File: config.mk
export PLATFORM = sky130hd
export DESIGN_NAME = bitty_uart_mem
export DESIGN_NICKNAME = d
export VERILOG_FILES = /design/src/rtl/bitty_uart_mem_pkg.sv /design/src/rtl/bitty_uart_mem_word_mem.sv /design/src/rtl/bitty_uart_mem.sv
export SDC_FILE = /design/constraint.sdc
export NUM_CORES = 1
export LEC_CHECK = 0
export ABC_AREA = 1
export ABC_CLOCK_PERIOD_IN_PS = 3500
export BUFFER_PORTS_ARGS = -buffer_cell sky130_fd_sc_hd__buf_2
export CORE_MARGIN = 2
export CORE_UTILIZATION = 45
export CTS_CLUSTER_DIAMETER = 150
export CTS_CLUSTER_SIZE = 24
export DETAILED_ROUTE_END_ITERATION = 8
export RECOVER_POWER = 25
export SLEW_MARGIN = 5
export SYNTH_ARGS = -nofsm -noshare
export SYNTH_HDL_FRONTEND = slang
export SYNTH_SLANG_ARGS = --single-unit
File: constraint.sdc
create_clock -name clk -period 3.5 [get_ports clk]
set_input_delay 0.35 -clock clk [delete_from_list [all_inputs] [get_ports clk]]
set_output_delay 0.35 -clock clk [all_outputs]
set_load 0.01 [all_outputs]
File: src/rtl/bitty_uart_mem_pkg.sv
// Shared types and byte constants for the UART-side memory responder.
package bitty_uart_mem_pkg;

  typedef enum logic [3:0] {
    IDLE,
    GET_ADDR,
    GET_DH,
    GET_DL,
    SEND_HI,
    WAIT_HI,
    SEND_LO,
    WAIT_LO,
    SEND_ACK,
    WAIT_ACK
  } state_t;

  localparam logic [7:0] OP_LOAD  = 8'h00;
  localparam logic [7:0] OP_STORE = 8'h01;
  localparam logic [7:0] ACK_BYTE = 8'h06;

  function automatic logic is_opcode(input logic [7:0] b);
    return (b == OP_LOAD) || (b == OP_STORE);
  endfunction

endpackage

File: src/rtl/bitty_uart_mem_word_mem.sv
// 16-bit word memory: one synchronous write port, one combinational read port.
// Every word clears to zero while reset is low.
module bitty_word_mem
  import bitty_uart_mem_pkg::*;
#(
  parameter int DEPTH = 32,
  parameter int AW    = $clog2(DEPTH)
) (
  input  logic          clk,
  input  logic          reset,
  input  logic          wr_en,
  input  logic [AW-1:0] wr_addr,
  input  logic [15:0]   wr_data,
  input  logic [AW-1:0] rd_addr,
  output logic [15:0]   rd_data
);

  logic [15:0] words [DEPTH];

  always_ff @(posedge clk or negedge reset) begin
    if (!reset) begin
      for (int i = 0; i < DEPTH; i++) words[i] <= '0;
    end else if (wr_en) begin
      words[wr_addr] <= wr_data;
    end
  end

  assign rd_data = words[rd_addr];

endmodule

File: src/rtl/bitty_uart_mem.sv
// UART-side memory responder: decodes load/store frames from the CPU and
// answers with the loaded word (two bytes) or an ACK byte.
module bitty_uart_mem
  import bitty_uart_mem_pkg::*;
#(
  parameter int DEPTH   = 32,
  parameter int TIMEOUT = 50000
) (
  input  logic       clk,
  input  logic       reset,
  input  logic [7:0] rx_data,
  input  logic       rx_done,
  input  logic       tx_done,
  output logic       tx_en,
  output logic [7:0] tx_data,
  output logic       busy,
  output logic       err
);

  localparam int AW = $clog2(DEPTH);
  localparam int CW = $clog2(TIMEOUT + 1);

  state_t         state, state_nxt;
  logic           op_store;
  logic [AW-1:0]  addr_q;
  logic [7:0]     dh_q;
  logic [7:0]     lo_q;
  logic [CW-1:0]  idle_cnt;
  logic           expired;
  logic           in_get;
  logic           take_op, take_addr, take_dh, mem_we, tx_lo_load, err_nxt;
  logic [15:0]    rd_data;

  assign in_get  = (state == GET_ADDR) || (state == GET_DH) || (state == GET_DL);
  assign expired = (idle_cnt == CW'(TIMEOUT - 1));
  assign busy    = (state != IDLE);

  bitty_word_mem #(.DEPTH(DEPTH), .AW(AW)) u_mem (
    .clk     (clk),
    .reset   (reset),
    .wr_en   (mem_we),
    .wr_addr (addr_q),
    .wr_data ({dh_q, rx_data}),
    .rd_addr (rx_data[AW-1:0]),
    .rd_data (rd_data)
  );

  always_ff @(posedge clk or negedge reset) begin
    if (!reset) state <= IDLE;
    else        state <= state_nxt;
  end

  // A byte arriving in the expiry cycle wins over the timeout.
  always_comb begin
    state_nxt  = state;
    take_op    = 1'b0;
    take_addr  = 1'b0;
    take_dh    = 1'b0;
    mem_we     = 1'b0;
    tx_lo_load = 1'b0;
    err_nxt    = 1'b0;
    tx_en      = 1'b0;
    case (state)
      IDLE: begin
        if (rx_done) begin
          if (is_opcode(rx_data)) begin
            take_op   = 1'b1;
            state_nxt = GET_ADDR;
          end else begin
            err_nxt = 1'b1;
          end
        end
      end
      GET_ADDR: begin
        if (rx_done) begin
          take_addr = 1'b1;
          state_nxt = op_store ? GET_DH : SEND_HI;
        end else if (expired) begin
          err_nxt   = 1'b1;
          state_nxt = IDLE;
        end
      end
      GET_DH: begin
        if (rx_done) begin
          take_dh   = 1'b1;
          state_nxt = GET_DL;
        end else if (expired) begin
          err_nxt   = 1'b1;
          state_nxt = IDLE;
        end
      end
      GET_DL: begin
        if (rx_done) begin
          mem_we    = 1'b1;
          state_nxt = SEND_ACK;
        end else if (expired) begin
          err_nxt   = 1'b1;
          state_nxt = IDLE;
        end
      end
      SEND_HI: begin
        tx_en     = 1'b1;
        state_nxt = WAIT_HI;
      end
      WAIT_HI: begin
        if (tx_done) begin
          tx_lo_load = 1'b1;
          state_nxt  = SEND_LO;
        end
      end
      SEND_LO: begin
        tx_en     = 1'b1;
        state_nxt = WAIT_LO;
      end
      WAIT_LO: if (tx_done) state_nxt = IDLE;
      SEND_ACK: begin
        tx_en     = 1'b1;
        state_nxt = WAIT_ACK;
      end
      WAIT_ACK: if (tx_done) state_nxt = IDLE;
      default: state_nxt = IDLE;
    endcase
  end

  always_ff @(posedge clk or negedge reset) begin
    if (!reset) begin
      op_store <= 1'b0;
      addr_q   <= '0;
      dh_q     <= '0;
      lo_q     <= '0;
      tx_data  <= '0;
      err      <= 1'b0;
      idle_cnt <= '0;
    end else begin
      err <= err_nxt;
      if (!in_get || rx_done || expired) idle_cnt <= '0;
      else                               idle_cnt <= idle_cnt + 1'b1;
      if (take_op) op_store <= (rx_data == OP_STORE);
      // The load word is captured once here; the low byte replays this sample.
      if (take_addr) begin
        addr_q <= rx_data[AW-1:0];
        if (!op_store) begin
          tx_data <= rd_data[15:8];
          lo_q    <= rd_data[7:0];
        end
      end
      if (take_dh)    dh_q    <= rx_data;
      if (mem_we)     tx_data <= ACK_BYTE;
      if (tx_lo_load) tx_data <= lo_q;
    end
  end

endmodule

==> results of run 1 <==
-- timing repair --
action / in CTS / in global routing
hold endpoints to repair: 81 / 0
hold buffers: 1 / 0
resized for setup: 0 / 0
-- registers in the layout (all words and copies together) (netlist names) --
signal       flops
addr_q           5
dh_q             8
err              1
idle_cnt        16
lo_q             8
op_store         1
state            4
tx_data          8
u_mem.words    512
-- cell families (layout without fill, tap and decap cells) --
kind of cell               Yosys count  count (layout)
adders and majority gates            1               1
DFF                                563             563
AOI/OAI and AO/OA                  761             761
buffers and inverters              370             239
and+or+nand+nor                   1532            1532
xor gates and xnor gates             4               4
-- through the flow --
stage | cells | setup WS [ns] | hold WS, ns
after floorplan | 3231 | 1.59 | 0.0544
after global placement | 3826 | 0.841 | 0.446
after detailed placement | 3826 | 0.742 | 0.463
after CTS | 3856 | 0.698 | 0.0681
after global routing | 3856 | 0.263 | 0.0994
final | 3856 | 0.639 | 0.0882
-- cells in the mapped netlist (2+ instances only) --
cell type / count
sky130_fd_sc_hd__a21oi_1: 39
sky130_fd_sc_hd__buf_1: 28
sky130_fd_sc_hd__buf_2: 79
sky130_fd_sc_hd__clkbuf_1: 151
sky130_fd_sc_hd__dfrtp_1: 563
sky130_fd_sc_hd__inv_1: 107
sky130_fd_sc_hd__inv_2: 3
sky130_fd_sc_hd__nand2_1: 976
sky130_fd_sc_hd__nand2_2: 24
sky130_fd_sc_hd__nand3_1: 194
sky130_fd_sc_hd__nand4_1: 12
sky130_fd_sc_hd__nor2_1: 293
sky130_fd_sc_hd__nor3_1: 16
sky130_fd_sc_hd__nor3_4: 4
sky130_fd_sc_hd__nor3b_1: 5
sky130_fd_sc_hd__nor4_1: 4
sky130_fd_sc_hd__o211ai_1: 33
sky130_fd_sc_hd__o21ai_0: 295
sky130_fd_sc_hd__o21ai_1: 384
sky130_fd_sc_hd__o22ai_1: 8
sky130_fd_sc_hd__or2_2: 2
sky130_fd_sc_hd__xnor2_1: 2
sky130_fd_sc_hd__xor2_1: 2
-- tightest hold or removal path, delay by kind of cell --
kind                   cells  cell delay [ns]
and+or+nand+nor            2             0.12
buffers and inverters      2             0.19
-- layout make-up --
type	count	area (um^2)	share of cell area, %
Tap cell	756	946	3.48
Multi-Input combinational cell	2298	10200	37.4
Inverter	112	433	1.59
Sequential cell	563	14100	51.8
Clock buffer	27	676	2.49
Timing Repair Buffer	98	856	3.15
Clock inverter	2	25.0	0.0921
-- layer usage --
metal / vias to the layer above / track usage (%)
met3: 81 / 2.72
met2: 610 / 39.9
met4: 0 / 6.48
li1: 10200 / -
met1: 10300 / 35.7
met5: - / 0
-- power by group --
part	total [mW]	switching [mW]	internal [mW]
Combinational	3.28	2.25	1.02
Clock	3.46	2.07	1.39
Sequential	8.24	0.649	7.59
Total	15.0	4.97	10.0
-- worst min path at each step --
stage / cells after the start / end / slack (ns)
finish: 4 / state[0] / 0.09
global route: 4 / state[0] / 0.1
CTS: 4 / state[0] / 0.07
detailed placement: 1 / idle_cnt[0] / 0.46
global placement: 1 / idle_cnt[0] / 0.45
floorplan: 0 / addr_q[0] / 0.05
==> run summary, run 1 <==
The worst path needs 2.86 ns of the cycle, external delays included. The tools report the number of placement rows as 87. The width of the chip is 243 um, and the post-layout total power is 15.0 mW. The Yosys step of the flow raised 0 warnings.

The tools report the overall via count from detail_route as 21200. The congestion estimate from routability-driven global placement came to 0.872. The largest family of logic cells by synthesized area was simple AND/OR/NAND/NOR gates. The tools report the final layout net count as 3113.

The slew at the pin closest to its max-slew limit came out at 2.68 ns. Counting the fill cells in the layout gives 5525. In the routed layout, each cell is associated on average with a via count of 5.49.

The fmax came out at 350 MHz. The number of levels the H-tree was split into came out at 1. The tools report the number of max-slew violations in the final report as 96. The synthesized netlist devotes 15.2% of its cell area to compound gates. For the largest net degree at the start of global routing, the log shows 148.

Once the floorplan was initialized, standard cells occupied 45.5% of the core. Post-CTS timing repair inserted 0 buffers for setup. For the final routed database, the setup TNS stands at 0 ns.

STA classifies the critical path startpoint as an input port. The biggest area contributor in the post-synthesis netlist is sky130_fd_sc_hd__dfrtp_1. By area the synthesized netlist is led by sky130_fd_sc_hd__dfrtp_1, sky130_fd_sc_hd__nand2_1, sky130_fd_sc_hd__o21ai_1, sky130_fd_sc_hd__o21ai_0, sky130_fd_sc_hd__nor2_1.

The final number of hold-violating endpoints was 0. The count of nets left with antenna violations once routing finished came out at 0. Summing all non-filler instances in the final layout gives an area of 27200 um^2. The tools report the wire length on met2 as 33500 um. Remaining design rule violation count: 0.

Walking the worst path, the cells encountered are dlygate4sd3_1, buf_2, clkbuf_1. The worst-case IR drop observed on VDD is 408 uV. HPWL after detailed placement: 43800 um. The proportion of register bits with asynchronous set or reset after synthesis is 100%. Global-route total usage across every layer: 24.8%. Setup repair after global routing left no endpoint under its margin.

Wires add up to 72800 um. Summing the areas of all and, or, nand and nor instances in the mapped netlist gives 24.1% of the synthesized area. In this run the worst path has a maximum fanout of 100. The worst hold path belongs to the class in2reg.

The clock passes through at most 3 buffers. For the worst-skew pair, the clock arrives at the later sink with an insertion delay of 0.60 ns. The number of cells on the critical path works out to 3. In this run the static leakage power is 12.3 nW. The endpoint identified for the worst register-to-register timing path is u_mem.words[169].

The mapped netlist covers 25700 um^2. Sequential elements use 54.8% of the synthesized area. Synthesis inferred 563 register bits. In this design, the stage delay of the slowest critical-path cell is 1.85 ns. The flow ran to the end, but the final reports show violations. 23 I/O pins were placed. Summed over all nets, wire length on met3 after detailed routing comes to 4350 um.

The die is 243 um tall. The highest metal layer with signal wires is met4. Counting cells, the worst reg-to-reg path comes to 8. Leaving out fill and tap cells, the most frequent cells in the layout are sky130_fd_sc_hd__nand2_1, sky130_fd_sc_hd__dfrtp_1, sky130_fd_sc_hd__o21ai_1. The critical path is of the in2async type. The worst hold path begins at tx_done. The global-route wire length before repair was 116000 um; the buffering stage count on the worst path with inverters included was 3.

Of the cells placed in the final design, the portion with a size suffix greater than 1 is 5.32%. The most used flip-flop cell after synthesis is sky130_fd_sc_hd__dfrtp_1. The number of nets handed over by synthesis was 3244. TritonCTS built the clock tree.

The most common cell after layout, fill and taps aside was sky130_fd_sc_hd__nand2_1. Clock tree synthesis inserted a total of 27 buffers. Number of enable-type register cells in the synthesized netlist: 0. The most critical setup path has its startpoint at reset. Dividing the detail-routed wire length by the instance count gives 18.9 um. For the worst setup path, the data required time is 4.16 ns.

The run gives 563 as the TritonCTS sink count. After clock tree synthesis, the clock-pin slew on the worst setup and hold paths is 0.10 ns. The core region is 56500 um^2. The floorplan step defined a die boundary enclosing 59100 um^2. The number of buffer cells added on primary ports was 22; the multiplexer share of the synthesized area was 0%. The final reports fail on max-capacitance violations, max-slew violations.

The setup slack of the most critical reg-to-reg path is 0.70 ns. Setup violations remaining at the end of the flow were counted as 0. The power density normalized to cell area is 551 nW/um^2, and the via count of the first global-routing pass is 20400.

The cell type of the slowest stage on the worst timing path was sky130_fd_sc_hd__buf_2. The fraction of the core area covered by cells at the end of the flow was 48.1%. Counting every instance in the synthesized netlist gives 3231. The first TritonRoute pass finished after 6 iterations. The tools report the arrival time at the worst endpoint as 3.52 ns.

The critical path endpoint is u_mem.words[159]. The post-synthesis share of cell area spent on full adders, half adders and majority gates was 0.0486%. For this block, wires on met1 add up to 33200 um. The share of the clock period used by the worst path came out at 81.7%.

Between clock sinks in the finished design, the worst skew comes to 0.0278 ns. From synthesis to final layout, the design area changed by 5.63%. Once placement finished, the instance area stood at 26500 um^2. The worst setup path is captured at an asynchronous set/reset pin.

The run gives 2240 as the initial DRC count. The reported max-cap violation count is 1. Family with the most delay on the worst path: buffers and inverters. The run gives 0 as the initial antenna violation count. The number of different library cells used by synthesis comes to 30. A synthesized cell averages 7.96 um^2. The startpoint identified for the worst register-to-register timing path is state[3]. The post-synthesis share of cell area spent on xor and xnor gates works out to 0.136%. 0 antenna diodes ended up in the layout.

Global routing finished with a remaining overflow of 0. In this run the tightest slew margin relative to its limit is -78.9%. In this run the clock root is driven by a sky130_fd_sc_hd__clkbuf_16. The fraction of post-synthesis cell area in the top cell type by area was 54.8%.
Note: power is estimated with default switching activity, not from simulation.
==> run 2: changes to the inputs <==
--- a/config.mk
+++ b/config.mk
@@ -6,7 +6,7 @@
 export NUM_CORES = 1
 export LEC_CHECK = 0
 export ABC_AREA = 1
-export ABC_CLOCK_PERIOD_IN_PS = 3500
+export ABC_CLOCK_PERIOD_IN_PS = 2700
 export BUFFER_PORTS_ARGS = -buffer_cell sky130_fd_sc_hd__buf_2
 export CORE_MARGIN = 2
 export CORE_UTILIZATION = 45
==> constraint.sdc (replaced) <==
create_clock -name clk -period 2.7 [get_ports clk]
set_input_delay 0.27 -clock clk [delete_from_list [all_inputs] [get_ports clk]]
set_output_delay 0.27 -clock clk [all_outputs]
set_load 0.01 [all_outputs]
==> run 2 against run 1 <==
  * The flow still finishes with violations (max-capacitance violations, max-slew violations)
  * Die area unchanged
  * First-iteration DRC count up 0.85%
  * Routed wire length up 2.1%
  * Final cell count up 0.13%
  * Clock skew down 0.0051 ns
  * Final area up 0.55%
  * Flip-flop and latch count unchanged
  * Hold slack better by 0.038 ns
  * Critical path depth up 5
  * Register-to-register slack worse by 0.53 ns
  * Critical path type is now reg2reg
  * Largest power group unchanged
==> run summary, run 2 (same netlist as run 1, synthesis figures left out) <==
The flow ran to the end, but the final reports show violations. Violated checks: max-capacitance violations, max-slew violations (unchanged). The final layout net count is 3119 (was 3113). The tools report the endpoint type of the worst setup path as a flop (was an asynchronous set/reset pin). Class of the worst hold path: in2reg (unchanged).

The run gives 19.5 mW (was 15.0 mW) as the post-layout total power. The share of final-layout standard cells stronger than drive strength 1 is 5.44% (was 5.32%), and the cell leakage power is 12.4 nW (was 12.3 nW). The setup slack of the most critical reg-to-reg path was 0.17 ns (was 0.70 ns); the relative area change from synthesis to final layout was 6.21% (was 5.63%). The tightest hold margin is 0.126 ns (was 0.0882 ns). The source of the worst register-to-register timing path was state[3] (unchanged). The number of buffer cells added on primary ports works out to 22 (unchanged). The register clock-pin slew on the reported worst setup and hold paths came out at 0.10 ns (about the same).

The register with the most flip-flops is u_mem.words (unchanged). The via count of the first global-routing pass was 20200 (was 20400); the peak fanout along the critical path was 32 (was 100). Via-per-instance ratio: 5.55 (was 5.49). The run gives 74300 um (was 72800 um) as the total wire length.

Setup skew after layout: 0.0227 ns (was 0.0278 ns). The number of flip-flops under the largest register name is 512 (unchanged), and the logic depth of the worst register-to-register path is 8 (unchanged). Width of the chip: 243 um (unchanged). The run gives 0.836 (was 0.872) as the placer's final routability congestion estimate. The I/O pin total is 23 (unchanged). The run gives 395 MHz as the fmax. Reported max-cap violation count: 1 (unchanged). The tools report the critical path startpoint category as a flop (was an input port). Slew at the pin closest to its max-slew limit: 2.35 ns (was 2.68 ns).

For the core region area, the log shows 56500 um^2 (unchanged). For the length of the first detailed-routing pass in iterations, the log shows 6 (unchanged). Overall via count from detail_route: 21400 (was 21200). The initial DRC count is 2259 (was 2240). The share of the clock period used by the worst path is 93.8%.

Subtracting the final worst setup slack from the clock period gives 2.53 ns. The clock tree root buffer cell was sky130_fd_sc_hd__clkbuf_16 (unchanged). Setup repair after global routing could not meet its margin everywhere.

The largest net degree at the start of global routing was 82 (was 148). For the peak supply drop, the log shows 453 uV (was 408 uV). The logs give 0 (unchanged) for the total global routing overflow and 25.3% (was 24.8%) for the global-route total usage across every layer. Final number of hold-violating endpoints: 0 (unchanged).

The count of inserted antenna diode cells was 0 (unchanged); the latest clock arrival within the worst-skew pair was 0.60 ns (about the same). The final-report setup violation count is 0 (unchanged). The power density normalized to cell area is 713 nW/um^2 (was 551 nW/um^2), and the HPWL after detailed placement is 44600 um (was 43800 um). The number of max-slew violations in the final report was 74 (was 96); the TritonCTS sink count was 563 (unchanged).

The tools report the reg-to-reg critical path endpoint as u_mem.words[62] (was u_mem.words[169]). Top library cells by usage in the layout, fill and taps aside: sky130_fd_sc_hd__nand2_1, sky130_fd_sc_hd__dfrtp_1, sky130_fd_sc_hd__o21ai_1 (unchanged). The number of levels the H-tree was split into came out at 1 (unchanged). The run gives 45.5% (unchanged) as the effective utilization at floorplan. The class of the most critical setup path is reg2reg (was in2async). TritonCTS built the clock tree. The maximum number of buffers from clock root to sink is 3 (unchanged), and the post-detailed-route wirelength per cell is 19.3 um (was 18.9 um). The most common cell after layout, fill and taps aside is sky130_fd_sc_hd__nand2_1 (unchanged).

The number of placement rows was 87 (unchanged). The logs give 5477 (was 5525) for the number of filler instances in the final layout and 0 (unchanged) for the remaining design rule violation count. The data required time at the worst endpoint is 3.16 ns (was 4.16 ns). The tools report the initial antenna violation count as 0 (unchanged).

Total die area: 59100 um^2 (unchanged). The tools report the number of nets with antenna violations after routing as 0 (unchanged). The logs give -56.9% (was -78.9%) for the relative slew slack and 27 (unchanged) for the number of buffers created by CTS. Biggest regs: u_mem.words x512, idle_cnt x16 (unchanged).

The critical path endpoint was u_mem.words[62] (was u_mem.words[159]). The beginning of the critical path is state[3] (was reset). The global-route wire length before repair was 118000 um (was 116000 um); the vertical extent of the die was 243 um (unchanged). For the arrival time at the worst endpoint, the log shows 2.99 ns (was 3.52 ns).
==> run 2: area by class of cell <==
cell class / instances / area [um^2] / area share (%)
Timing Repair Buffer: 104 / 1000 / 3.68
Inverter: 112 / 433 / 1.58
Clock buffer: 27 / 676 / 2.47
Clock inverter: 1 / 16.3 / 0.0595
Sequential cell: 563 / 14100 / 51.6
Multi-Input combinational cell: 2298 / 10200 / 37.2
Tap cell: 756 / 946 / 3.46
==> run 2: worst min-delay path by stage <==
stage	from	endpoint	cells after the start	slack [ns]
floorplan	reset	addr_q[0]	0	-0.03
global placement	reset	idle_cnt[9]	1	0.36
CTS	rx_data[1]	u_mem.words[289]	3	0.1
global route	rx_data[1]	u_mem.words[273]	3	0.13
finish	rx_data[1]	u_mem.words[289]	3	0.13
detailed placement	reset	idle_cnt[7]	1	0.36
==> run 2: per-stage QoR <==
| step | cells | util, % | instance area [um^2] | setup WS, ns | setup TNS (ns) |
|---|---|---|---|---|---|
| floorplan | 3231 | - | 25700 | 0.792 | 0 |
| global placement | 3830 | 47.2 | 26600 | 0.338 | 0 |
| detailed placement | 3830 | 47.2 | 26600 | 0.239 | 0 |
| CTS | 3861 | 48.4 | 27400 | 0.207 | 0 |
| global route | 3861 | 48.4 | 27300 | -0.0870 | -2.60 |
| finish | 3861 | 48.4 | 27300 | 0.168 | 0 |
==> run 2: what timing repair did <==
action | in CTS | in global routing
hold buffers | 3 | 0
gates resized for setup | 0 | 2
setup buffers | 0 | 0
hold endpoints to repair | 65 | 0
setup endpoints to repair | 0 | 55
==> run 2: critical path: stages, from the launching register on <==
cell                      delay (ns)
sky130_fd_sc_hd__dfrtp_1        0.42
sky130_fd_sc_hd__nor2_2         0.22
sky130_fd_sc_hd__inv_2          0.09
sky130_fd_sc_hd__nor3_4         0.17
sky130_fd_sc_hd__inv_4          0.11
sky130_fd_sc_hd__nor3_4         0.49
sky130_fd_sc_hd__nand2_2        0.59
sky130_fd_sc_hd__nand2_1        0.20
sky130_fd_sc_hd__o21ai_1        0.08
==> run 2: where the power goes <==
part           internal, mW  switching, mW  total, mW  leakage (nW)
sequential             9.84          0.829       10.7          7.79
combinational          1.38           2.96       4.34          4.31
clock                  1.80           2.69       4.49         0.340
==> run 2: layer usage <==
| metal | vias to the layer above | GRT usage [%] | routed length [um] |
|---|---|---|---|
| li1 | 10200 | - | - |
| met1 | 10500 | 37.4 | 34800 |
| met2 | 667 | 39.5 | 33100 |
| met3 | 93 | 2.84 | 4270 |
| met4 | 0 | 6.73 | 2190 |
| met5 | - | 0 | 0 |
==> run 3: changes to the inputs <==
--- a/config.mk
+++ b/config.mk
@@ -17,4 +17,5 @@
 export SLEW_MARGIN = 5
 export SYNTH_ARGS = -nofsm -noshare
 export SYNTH_HDL_FRONTEND = slang
+export SYNTH_HIERARCHICAL = 1
 export SYNTH_SLANG_ARGS = --single-unit
==> run 3 against run 2 <==
  * The run still ends with max-capacitance violations, max-slew violations left
  * Area after synthesis is 0.81% higher
  * Hold slack worse by 0.094 ns
  * Sequential share of layout area decreased by 0.85 points
  * Total power down 5.8%
  * Global-route usage is 0.19 points lower
  * Flip-flop and latch count stayed put
  * Critical path depth up 3
  * Utilization up 0.063 points
  * Critical path type unchanged
  * Highest routed layer unchanged
==> run summary, run 3 <==
The run finished, with violations left. Violated checks: max-capacitance violations, max-slew violations (unchanged). The critical path's largest stage delay is 0.56 ns (was 0.59 ns), and the met3 track demand over resource in global routing is 2.78% (was 2.84%).

The slew at the pin closest to its max-slew limit was 1.80 ns (was 2.35 ns). The total global routing overflow came out at 0 (unchanged). Cell types with the largest area share after synthesis: sky130_fd_sc_hd__dfrtp_1, sky130_fd_sc_hd__nand2_1, sky130_fd_sc_hd__o21ai_0, sky130_fd_sc_hd__nand3_1, sky130_fd_sc_hd__clkbuf_1 (was sky130_fd_sc_hd__dfrtp_1, sky130_fd_sc_hd__nand2_1, sky130_fd_sc_hd__o21ai_1, sky130_fd_sc_hd__o21ai_0, sky130_fd_sc_hd__nor2_1). The initial antenna violation count is 2 (was 0). The total instance count after detailed placement is 3902 (was 3830). Number of nets with antenna violations after routing: 0 (unchanged).

The synthesized netlist net count was 3290 (was 3244). For the length of the first detailed-routing pass in iterations, the log shows 6 (unchanged). The post-synthesis sequential area ratio came out at 54.3% (was 54.8%). The maximum number of buffers from clock root to sink is 3 (unchanged). Most frequently used flop master after synthesis: sky130_fd_sc_hd__dfrtp_1 (unchanged). The relative area change from synthesis to final layout was 7.11% (was 6.21%). The synthesized area divided by synthesized cell count works out to 7.92 um^2 (was 7.96 um^2). The number of levels the H-tree was split into was 1 (unchanged); the total die area was 59600 um^2 (was 59100 um^2).

The run gives 38.2% (was 39.5%) as the met2 track demand over resource. The clock tree root buffer cell is sky130_fd_sc_hd__clkbuf_16 (unchanged). The tools report the global-route wire length before repair as 119000 um (was 118000 um).

The power density normalized to cell area was 661 nW/um^2 (was 713 nW/um^2). The beginning of the critical path is state[2] (was state[3]). The tools report the peak supply drop as 496 uV (was 453 uV). The cell type of the slowest stage on the worst timing path was sky130_fd_sc_hd__nor3_4 (was sky130_fd_sc_hd__nand2_2). The global-route total usage across every layer was 25.1% (was 25.3%). The tools report the critical path startpoint category as a flop (unchanged).

The tools report the endpoint type of the worst setup path as a flop (unchanged). The run gives 45.2% (was 45.5%) as the effective utilization at floorplan. Most repeated cell in the gate-level netlist after synthesis: sky130_fd_sc_hd__nand2_1 (unchanged). Top library cells by usage in the layout, fill and taps aside: sky130_fd_sc_hd__nand2_1, sky130_fd_sc_hd__dfrtp_1, sky130_fd_sc_hd__o21ai_0 (was sky130_fd_sc_hd__nand2_1, sky130_fd_sc_hd__dfrtp_1, sky130_fd_sc_hd__o21ai_1). The register clock-pin slew on the reported worst setup and hold paths works out to 0.10 ns (about the same). The width of the chip works out to 244 um (was 243 um). The final layout net count is 3183 (was 3119). For the setup skew after layout, the log shows 0.0212 ns (was 0.0227 ns). TritonCTS built the clock tree. The reported max-cap violation count was 1 (unchanged).

The tools report the cell leakage power as 12.8 nW (was 12.4 nW). For the Yosys warning count, the log shows 6 (was 0). The tools report the filler-free cell count of the finished design as 3936 (was 3861). The most common cell after layout, fill and taps aside is sky130_fd_sc_hd__nand2_1 (unchanged). The logs give 2.92 ns (was 2.99 ns) for the arrival time at the worst endpoint and 39 (was 30) for the number of distinct standard cells referenced by the synthesized netlist.

Family with the most delay on the worst path: simple AND/OR/NAND/NOR gates (unchanged). The logs give 3.17 ns (was 3.16 ns) for the data required time at the worst endpoint and 563 (unchanged) for the TritonCTS sink count. The fraction of post-synthesis cell area in the top cell type by area is 54.3% (was 54.8%), and the core region area is 57400 um^2 (was 56500 um^2). The peak fanout along the critical path was 32 (unchanged); the flop and latch count out of synthesis was 563 (unchanged).

The worst min-delay path startpoint is rx_data[6] (was rx_data[1]). The number of instances in the synthesized netlist is 3277 (was 3231). The proportion of register bits with asynchronous set or reset after synthesis works out to 100% (unchanged). The run gives 20600 (was 20200) as the via count of the first global-routing pass. The via-per-instance ratio came out at 5.51 (was 5.55). The post-detailed-route wirelength per cell was 18.8 um (was 19.3 um). The time the worst path needs with I/O delays and setup came out at 2.45 ns (was 2.53 ns). Number of buffers created by CTS: 27 (unchanged).

The tools report the final-report setup violation count as 0 (unchanged). Busiest layer in global routing: met2 (unchanged). The run gives 0.864 (was 0.836) as the placer's final routability congestion estimate.

The tools report the relative slew slack as -20.0% (was -56.9%). For the initial DRC count, the log shows 2359 (was 2259). The fmax is 408 MHz (was 395 MHz). The register with the most flip-flops is u_mem/words (was u_mem.words). The share of the clock period used by the worst path is 90.7% (was 93.8%).

The remaining design rule violation count was 0 (unchanged). Setup repair after global routing left no endpoint under its margin. HPWL after detailed placement: 46000 um (was 44600 um).

The tools report the source of the worst register-to-register timing path as state[2] (was state[3]). The most numerous cell on the critical path is sky130_fd_sc_hd__inv_1 (was sky130_fd_sc_hd__nor3_4). The class of the most critical setup path is reg2reg (unchanged). The logs give 0 ns (unchanged) for the aggregate negative setup slack and 14100 um^2 (unchanged) for the area taken by flip-flops and latches.

The final number of hold-violating endpoints came out at 0 (unchanged). The share of final-layout standard cells stronger than drive strength 1 is 6.00% (was 5.44%). Cell type with the largest total area after synthesis: sky130_fd_sc_hd__dfrtp_1 (unchanged). The tools report the post-CTS repair timing setup buffer count as 0 (unchanged). The logic depth of the worst register-to-register path is 11 (was 8), and the number of placement rows is 88 (was 87). The largest net degree at the start of global routing is 105 (was 82).

The buffering stage count on the worst path with inverters included came out at 4 (was 2). The logs give 37.8% (was 37.4%) for the met1 usage in global routing and 5626 (was 5477) for the number of filler instances in the final layout. I/O pin total: 23 (unchanged). Overall via count from detail_route: 21700 (was 21400). Number of cells traversed by the worst hold path: 3 (unchanged).

The number of enable-type register cells in the synthesized netlist came out at 0 (unchanged). The cell area after technology mapping was 25900 um^2 (was 25700 um^2); the total wire length was 74100 um (was 74300 um). The area used by multi-input combinational logic came out at 10500 um^2 (was 10200 um^2).

The number of max-slew violations in the final report was 57 (was 74). The class of the worst hold path was in2reg (unchanged). The vertical extent of the die is 244 um (was 243 um), and the number of flip-flops under the largest register name is 512 (unchanged). Biggest regs: u_mem/words x512, idle_cnt x16 (was u_mem.words x512, idle_cnt x16). The number of buffer cells added on primary ports is 22 (unchanged). The latest clock arrival within the worst-skew pair is 0.61 ns (was 0.60 ns), and the number of cells on the critical path is 11 (was 8). Ordered list of cells on the worst path: nor2_2, inv_1, nor2_1, nand2_2, inv_1, inv_1, nor3_4, nand2_1, buf_4, nand2_1, o21ai_0 (was nor2_2, inv_2, nor3_4, inv_4, nor3_4, nand2_2, nand2_1, o21ai_1).

Leading cell types by count after synthesis: sky130_fd_sc_hd__nand2_1, sky130_fd_sc_hd__dfrtp_1, sky130_fd_sc_hd__o21ai_0 (was sky130_fd_sc_hd__nand2_1, sky130_fd_sc_hd__dfrtp_1, sky130_fd_sc_hd__o21ai_1).
## run 3: cell types whose count changed in the layout (fill, tap and decap cells not counted), sizes merged, moves of 9 or more
| cell | before | now |
|---|---|---|
| nand2 | 1000 | 1269 |
| o21ai | 679 | 449 |
| nand3 | 194 | 410 |
| nor2 | 294 | 131 |
| a21oi | 39 | 87 |
| inv | 112 | 64 |
| o211ai | 33 | 1 |
| buf | 93 | 110 |
| nand4 | 12 | 3 |
## run 3: cell families (layout without fill, tap and decap cells)
family,count (synthesis),count (layout),share of synthesized area (%)
AOI/OAI and AO/OA,548,548,11.0
buffers and inverters,323,215,5.29
DFF,563,563,54.3
adders and majority gates,1,1,0.0482
xor gates and xnor gates,6,6,0.203
other,0,2,0
and+or+nand+nor,1836,1836,29.2
## run 3: final timing paths
check / slack [ns] / endpoint
max: 0.25 / u_mem/words[34]
min: 0.03 / dh_q[6]
max reg2reg: 0.25 / u_mem/words[34]
min reg2reg: 0.49 / u_mem/words[314]
max in group asynchronous: 0.55 / u_mem/words[298]
min in group asynchronous: 0.69 / u_mem/words[401]
## run 3: metrics by stage
stage | util (%) | hold WS [ns] | total power [mW] | instance area (um^2) | setup WS, ns
after global routing | 48.4 | 0.0225 | 19.4 | 27800 | 0.0951
after floorplan | - | -0.0256 | 12.4 | 25900 | 0.631
after CTS | 48.5 | 0.00203 | 18.5 | 27800 | 0.318
final | 48.4 | 0.0320 | 18.4 | 27800 | 0.252
after global placement | 47.2 | 0.270 | 13.9 | 27100 | 0.360
after detailed placement | 47.2 | 0.266 | 14.1 | 27100 | 0.329
## run 3: layout make-up
type	count	area share, %
clock inverter	1	0.0585
inverter	65	0.914
timing repair buffer	122	4.71
clock buffer	27	2.43
antenna	2	0.0180
sequential	563	50.7
tap	765	3.44
multi-input combinational	2391	37.7
## run 3: power by group
part | internal [mW] | total (mW) | switching, mW
registers | 9.40 | 10.0 | 0.608
logic | 1.23 | 3.90 | 2.68
clock network | 1.80 | 4.46 | 2.66
total | 12.4 | 18.4 | 5.94
## run 3: repair_timing
action | CTS | global route
hold buffers | 4 | 0
endpoints found under the hold margin | 50 | 0
resized for setup | 0 | 0
## run 3: worst min-delay path, stage by stage
cell and delay [ns]:
sky130_fd_sc_hd__buf_2 0.15, sky130_fd_sc_hd__inv_1 0.09, sky130_fd_sc_hd__o21ai_0 0.08
## run 3: metal layers
layer / wire (um) / vias up
li1: - / 10400
met2: 32700 / 676
met4: 2030 / 0
met3: 4700 / 91
met5: 0 / -
met1: 34700 / 10600
